$ cat src/rtl/hazard_scheduler.sv
// Hazard controller for the 5-stage MIPS pipeline: detects load-use and HI/LO hazards,
// sequences stalls/flushes, tracks the multi-cycle mult/div unit and counts stall/flush cycles.
module hazard_scheduler #(
  parameter int unsigned MD_LAT = 4
) (
  input  logic        clk,
  input  logic        reset,
  input  logic [4:0]  ID_RS,
  input  logic [4:0]  ID_RT,
  input  logic        ID_UseRT,
  input  logic [4:0]  ID_EX_RT,
  input  logic        ID_EX_MemRead,
  input  logic        ID_HILO_Read,
  input  logic        ID_MulDiv,
  input  logic        EX_MulDiv_Start,
  input  logic        EX_Branch_Taken,
  input  logic        ID_Jump,
  output logic        PC_Write,
  output logic        IF_ID_Write,
  output logic        IF_ID_Flush,
  output logic        ID_EX_Bubble,
  output logic        MD_Busy,
  output logic [15:0] Stall_Count,
  output logic [15:0] Flush_Count
);

  localparam logic [7:0] MD_LAT_C = 8'(MD_LAT);

  typedef enum logic {MD_IDLE = 1'b0, MD_RUN = 1'b1} md_state_t;

  md_state_t   md_state_q, md_state_d;
  logic [7:0]  md_cnt_q, md_cnt_d;
  logic [15:0] stall_cnt_q, stall_cnt_d;
  logic [15:0] flush_cnt_q, flush_cnt_d;

  logic ld_haz, md_haz, stall;

  // MD FSM: state register
  always_ff @(posedge clk) begin
    if (reset) begin
      md_state_q <= MD_IDLE;
      md_cnt_q   <= 8'd0;
    end else begin
      md_state_q <= md_state_d;
      md_cnt_q   <= md_cnt_d;
    end
  end

  // MD FSM: next state; a new issue always reloads the full latency
  always_comb begin
    md_state_d = md_state_q;
    md_cnt_d   = md_cnt_q;
    case (md_state_q)
      MD_IDLE: begin
        if (EX_MulDiv_Start) begin
          md_cnt_d   = MD_LAT_C;
          md_state_d = MD_RUN;
        end
      end
      MD_RUN: begin
        if (EX_MulDiv_Start) begin
          md_cnt_d = MD_LAT_C;
        end else begin
          md_cnt_d = md_cnt_q - 8'd1;
          if (md_cnt_q <= 8'd1) begin
            md_cnt_d   = 8'd0;
            md_state_d = MD_IDLE;
          end
        end
      end
      default: begin
        md_cnt_d   = 8'd0;
        md_state_d = MD_IDLE;
      end
    endcase
  end

  // MD FSM: outputs
  always_comb begin
    MD_Busy = (md_cnt_q != 8'd0);
  end

  assign ld_haz = ID_EX_MemRead && (ID_EX_RT != 5'd0) &&
                  ((ID_EX_RT == ID_RS) || (ID_UseRT && (ID_EX_RT == ID_RT)));
  assign md_haz = (MD_Busy || EX_MulDiv_Start) && (ID_HILO_Read || ID_MulDiv);
  assign stall  = (ld_haz || md_haz) && !EX_Branch_Taken;

  // Pipeline gating; reset forces bubbles into every stage while it is held
  always_comb begin
    PC_Write     = 1'b1;
    IF_ID_Write  = 1'b1;
    IF_ID_Flush  = 1'b0;
    ID_EX_Bubble = 1'b0;
    if (reset) begin
      IF_ID_Flush  = 1'b1;
      ID_EX_Bubble = 1'b1;
    end else if (EX_Branch_Taken) begin
      IF_ID_Flush  = 1'b1;
      ID_EX_Bubble = 1'b1;
    end else if (stall) begin
      PC_Write     = 1'b0;
      IF_ID_Write  = 1'b0;
      ID_EX_Bubble = 1'b1;
    end else if (ID_Jump) begin
      IF_ID_Flush  = 1'b1;
    end
  end

  always_comb begin
    stall_cnt_d = stall_cnt_q;
    flush_cnt_d = flush_cnt_q;
    if (stall && (stall_cnt_q != 16'hFFFF)) begin
      stall_cnt_d = stall_cnt_q + 16'd1;
    end
    if (IF_ID_Flush && (flush_cnt_q != 16'hFFFF)) begin
      flush_cnt_d = flush_cnt_q + 16'd1;
    end
  end

  always_ff @(posedge clk) begin
    if (reset) begin
      stall_cnt_q <= 16'd0;
      flush_cnt_q <= 16'd0;
    end else begin
      stall_cnt_q <= stall_cnt_d;
      flush_cnt_q <= flush_cnt_d;
    end
  end

  assign Stall_Count = stall_cnt_q;
  assign Flush_Count = flush_cnt_q;

endmodule
$ cat config.mk
export PLATFORM = sky130hd
export DESIGN_NAME = hazard_scheduler
export DESIGN_NICKNAME = d
export VERILOG_FILES = /design/src/rtl/hazard_scheduler.sv
export SDC_FILE = /design/constraint.sdc
export NUM_CORES = 1
export LEC_CHECK = 0
export CORE_ASPECT_RATIO = 0.8
export CORE_MARGIN = 2
export CORE_UTILIZATION = 45
export DETAILED_ROUTE_END_ITERATION = 8
export GPL_ROUTABILITY_DRIVEN = 0
export PLACE_DENSITY = 0.72
export REMOVE_ABC_BUFFERS = 1
export SYNTH_ARGS = -nofsm -noshare
export SYNTH_HDL_FRONTEND = slang
export SYNTH_SLANG_ARGS = --single-unit
$ cat constraint.sdc
create_clock -name clk -period 3.7 [get_ports clk]
set_input_delay 0.37 -clock clk [delete_from_list [all_inputs] [get_ports clk]]
set_output_delay 0.37 -clock clk [all_outputs]
set_load 0.01 [all_outputs]
==> summary.log <==
INFO  run_status     run_status=finished, final reports clean
INFO  detailed_routing post-route-drc-count=0
INFO  sta            timing_worst_slew_pin_value=0.613ns
INFO  sta            setup_violations=0
INFO  logic_synthesis synth_top_cells_by_area=dfxtp_1 36%, a21oi_1 6.1%, nor2_1 5.4%
INFO  detailed_routing wl_met3=243um
INFO  floorplan      fp-row-count=23
INFO  worst_setup_path timing.critical_path.from_type=flip-flop
INFO  sta            fin_tns_setup=0ns
INFO  placement      placedCellCount=395
INFO  power_and_ir_drop vdd_ir_drop_max=0.000329V
INFO  detailed_routing route.top_layer_used=met4
INFO  finish         fillerInstances=465
INFO  sta            relSlewSlack=59.1%
INFO  finish         layout_overhead_on_the_synthesized_area=33.2%
INFO  worst_setup_path worstPathMaxFanout=6
INFO  global_route   grt_start_max_net_pins=47
INFO  logic_synthesis synth.largest_area_cell=dfxtp_1
INFO  clocking       root_buffer=clkbuf_8
INFO  clocking       tritoncts.num_buffers=5
INFO  worst_setup_path crit_path_cell_trace=inv_1 > ha_1 > or3b_1 > o32ai_4 > a21boi_0 > nand2b_1 > clkdlybuf4s50_1
INFO  finish         multiInputGateArea=1390squm
INFO  placement      numPortBuffers=60
INFO  worst_setup_path cp_data_required_time=3.33ns
INFO  placement      place_area=2940squm
INFO  sta            rsz0062_at_grt=no
INFO  detailed_routing vias_per_cell=5.58
INFO  clocking       cts_post_setup_buffers_inserted=0
INFO  placement      dp_slack=0.671ns
INFO  hold_path      hold_path_class=reg -> reg
INFO  logic_synthesis synth_top_area_share=35.6%
INFO  worst_setup_path regToRegStartpoint=md_cnt_q[0]
INFO  detailed_routing num_vias=2,249
INFO  worst_setup_path crit_start=md_cnt_q[0]
INFO  finish         layout.area.seq=821squm
INFO  finish         num-nets-final=368
INFO  sta            final_min_period_over_clock_period=87.6%
INFO  floorplan      core_area=4980squm
INFO  clocking       htreeDepth=2
INFO  placement      dpl.hpwl=4.02mm
INFO  worst_setup_path worst_path_dominant_cell_family=compound AO/OA/AOI/OAI gates
INFO  detailed_routing detail_route.wl_per_cell=13.8um
INFO  flow_run       cap_violations=0
INFO  sta            final_hold_vios=0
INFO  worst_setup_path worstSetupPathDepth=7
INFO  worst_setup_path critical-path-max-stage-delay=0.54ns
INFO  logic_synthesis synth.yosys.warnings=0
INFO  worst_setup_path worstPathArrival=2.87ns
INFO  detailed_routing initialDrtViolationCount=115
INFO  logic_synthesis syn_avg_cell_area=8.11squm
INFO  power_and_ir_drop p_total=1.04mW
INFO  sta            period_needed=3.24ns
INFO  finish         utilization=61.6%
INFO  logic_synthesis synth_enable_flop_cells=0
INFO  worst_setup_path worstPathBufferInverterCount=2
INFO  global_route   first_global_vias=1,994
INFO  global_route   gr-usage-all-layers=19.7%
INFO  global_route   grt_overflow_total=0
INFO  clocking       cts_hold_repair.buffers=0
INFO  power_and_ir_drop powerDensity=338nW/um^2
INFO  logic_synthesis synth-main-ff-cell=dfxtp_1
INFO  floorplan      floorplan.die.width=84.0um
INFO  worst_setup_path critical_path.endpoint_type=primary output
INFO  finish         antenna-diode-count=0
INFO  floorplan      die_area=5710squm
INFO  detailed_routing drt-total-wl=5.56mm
INFO  finish         drive_gt1_share=6.16%
INFO  floorplan      initial_utilization=46.3%
INFO  sta            whs=0.507ns
INFO  sta            clock-skew-final=0.00947ns
INFO  sta            fmax=309MHz
INFO  clocking       cts.repair.resized=0
INFO  logic_synthesis unique_masters_post_synth=47
INFO  detailed_routing routed-wl-met2=2.46mm
INFO  logic_synthesis synth.most_common_cell=dfxtp_1
INFO  logic_synthesis ys_async_sr_fraction=0%
INFO  logic_synthesis synthTopCellsByCount=41 x dfxtp_1, 33 x nor2_1, 28 x a21oi_1, 17 x nand3_1
INFO  logic_synthesis synthesis.instances=284
INFO  clocking       clkLatencyLatePin=0.29ns
INFO  sta            setup_ws=0.461ns
INFO  clocking       tritoncts=built
INFO  worst_setup_path worst-setup-path-type=reg -> out
INFO  logic_synthesis synth.ff_latch_count=41
INFO  global_route   antenna_violations_before_repair=0
INFO  sta            final_max_tran_viols=0
INFO  logic_synthesis syn-cell-area=2300squm
INFO  worst_setup_path critical-path-slowest-cell=clkdlybuf4s50_1
INFO  clocking       max-clock-path-buffers=2
INFO  worst_setup_path rr_endpoint=Stall_Count[5]
INFO  finish         post-route-cell-area=3070squm
INFO  clocking       cts.reportedPaths.clkPinSlew=0.08ns
INFO  logic_synthesis fraction_of_the_yosys_area_taken_by_sequential_cells=35.6%
INFO  floorplan      die-height=68.0um
INFO  power_and_ir_drop cellLeakagePower=1.02nW
INFO  detailed_routing drt-met1-wl=2.82mm
INFO  global_route   grt_pass1_wl=9.11mm
INFO  worst_setup_path destination_of_the_critical_timing_path=IF_ID_Write
INFO  finish         finish.cell_count_without_fillers=403
INFO  detailed_routing drt_first_pass_iters=4
INFO  floorplan      io-pin-count=61
INFO  clocking       cts_num_sinks=41
INFO  worst_setup_path regToRegSetupSlack=0.86ns
INFO  worst_setup_path timing.reg2reg.worst_path_depth=8
INFO  detailed_routing postRouteAntennaNets=0
==> where the power goes <==
group | total [mW] | internal (mW) | switching (mW) | leakage (nW)
Sequential | 0.462 | 0.451 | 0.0111 | 0.332
Clock | 0.421 | 0.268 | 0.153 | 0.0681
Combinational | 0.156 | 0.0787 | 0.0768 | 0.625
==> per-layer routing <==
| layer | up-vias | global-route usage (%) |
|---|---|---|
| met5 | - | 0 |
| met4 | 0 | 4.84 |
| met3 | 2 | 4.58 |
| met2 | 43 | 31.0 |
| met1 | 1049 | 27.5 |
| li1 | 1155 | - |
==> how the worst min path moves through the flow <==
stage	from	to	depth (start not counted)
5_1_grt	Stall_Count[14]	Stall_Count[14]	2
6_report	Flush_Count[15]	Flush_Count[15]	2
4_1_cts	Flush_Count[11]	Flush_Count[11]	2
3_3_place_gp	Flush_Count[15]	Flush_Count[15]	2
2_1_floorplan	reset	Flush_Count[0]	1
3_5_place_dp	Flush_Count[11]	Flush_Count[11]	2
==> layout make-up <==
type	instances	area share, %
Inverter	8	0.978
Multi-Input combinational cell	222	45.3
Tap cell	62	2.53
Timing Repair Buffer	62	20.1
Clock inverter	3	2.12
Clock buffer	5	2.24
Sequential cell	41	26.7
==> placed cells by master, fill, tap and decap left out, types with 2 or more instances in the layout <==
cell / instances
dfxtp_1: 41
and4_1: 2
ha_1: 4
nor4_1: 2
a21oi_1: 28
or3_1: 8
nand2_1: 14
o31ai_1: 13
nor3_1: 12
clkbuf_8: 5
or2_2: 4
o21ai_1: 3
bufinv_16: 2
or4_1: 14
nand3_1: 17
and3_1: 4
buf_4: 2
nand3b_1: 2
clkdlybuf4s50_1: 60
xor2_1: 4
o21ai_0: 9
xnor2_1: 12
nor2_1: 33
inv_1: 7
nor2b_1: 6
mux2_1: 4
nand2b_1: 3
nand4_1: 7
==> worst min-delay path: stages, from the launching register on <==
cell and delay, ns:
dfxtp_1 0.33, o31ai_1 0.07, a21oi_1 0.06
==> cell families after synthesis <==
group | synth area share, %
xor+xnor | 6.08
mux | 2.88
simple gates | 31.4
buf+inv | 3.96
compound gates | 17.9
flops | 35.6
fa+ha+maj | 2.17
==> registers in the layout (all words and copies together) (netlist names) <==
| register | flops |
|---|---|
| md_state_q | 1 |
| md_cnt_q | 8 |
| Flush_Count | 16 |
| Stall_Count | 16 |
Note: power is estimated with default switching activity, not from simulation.
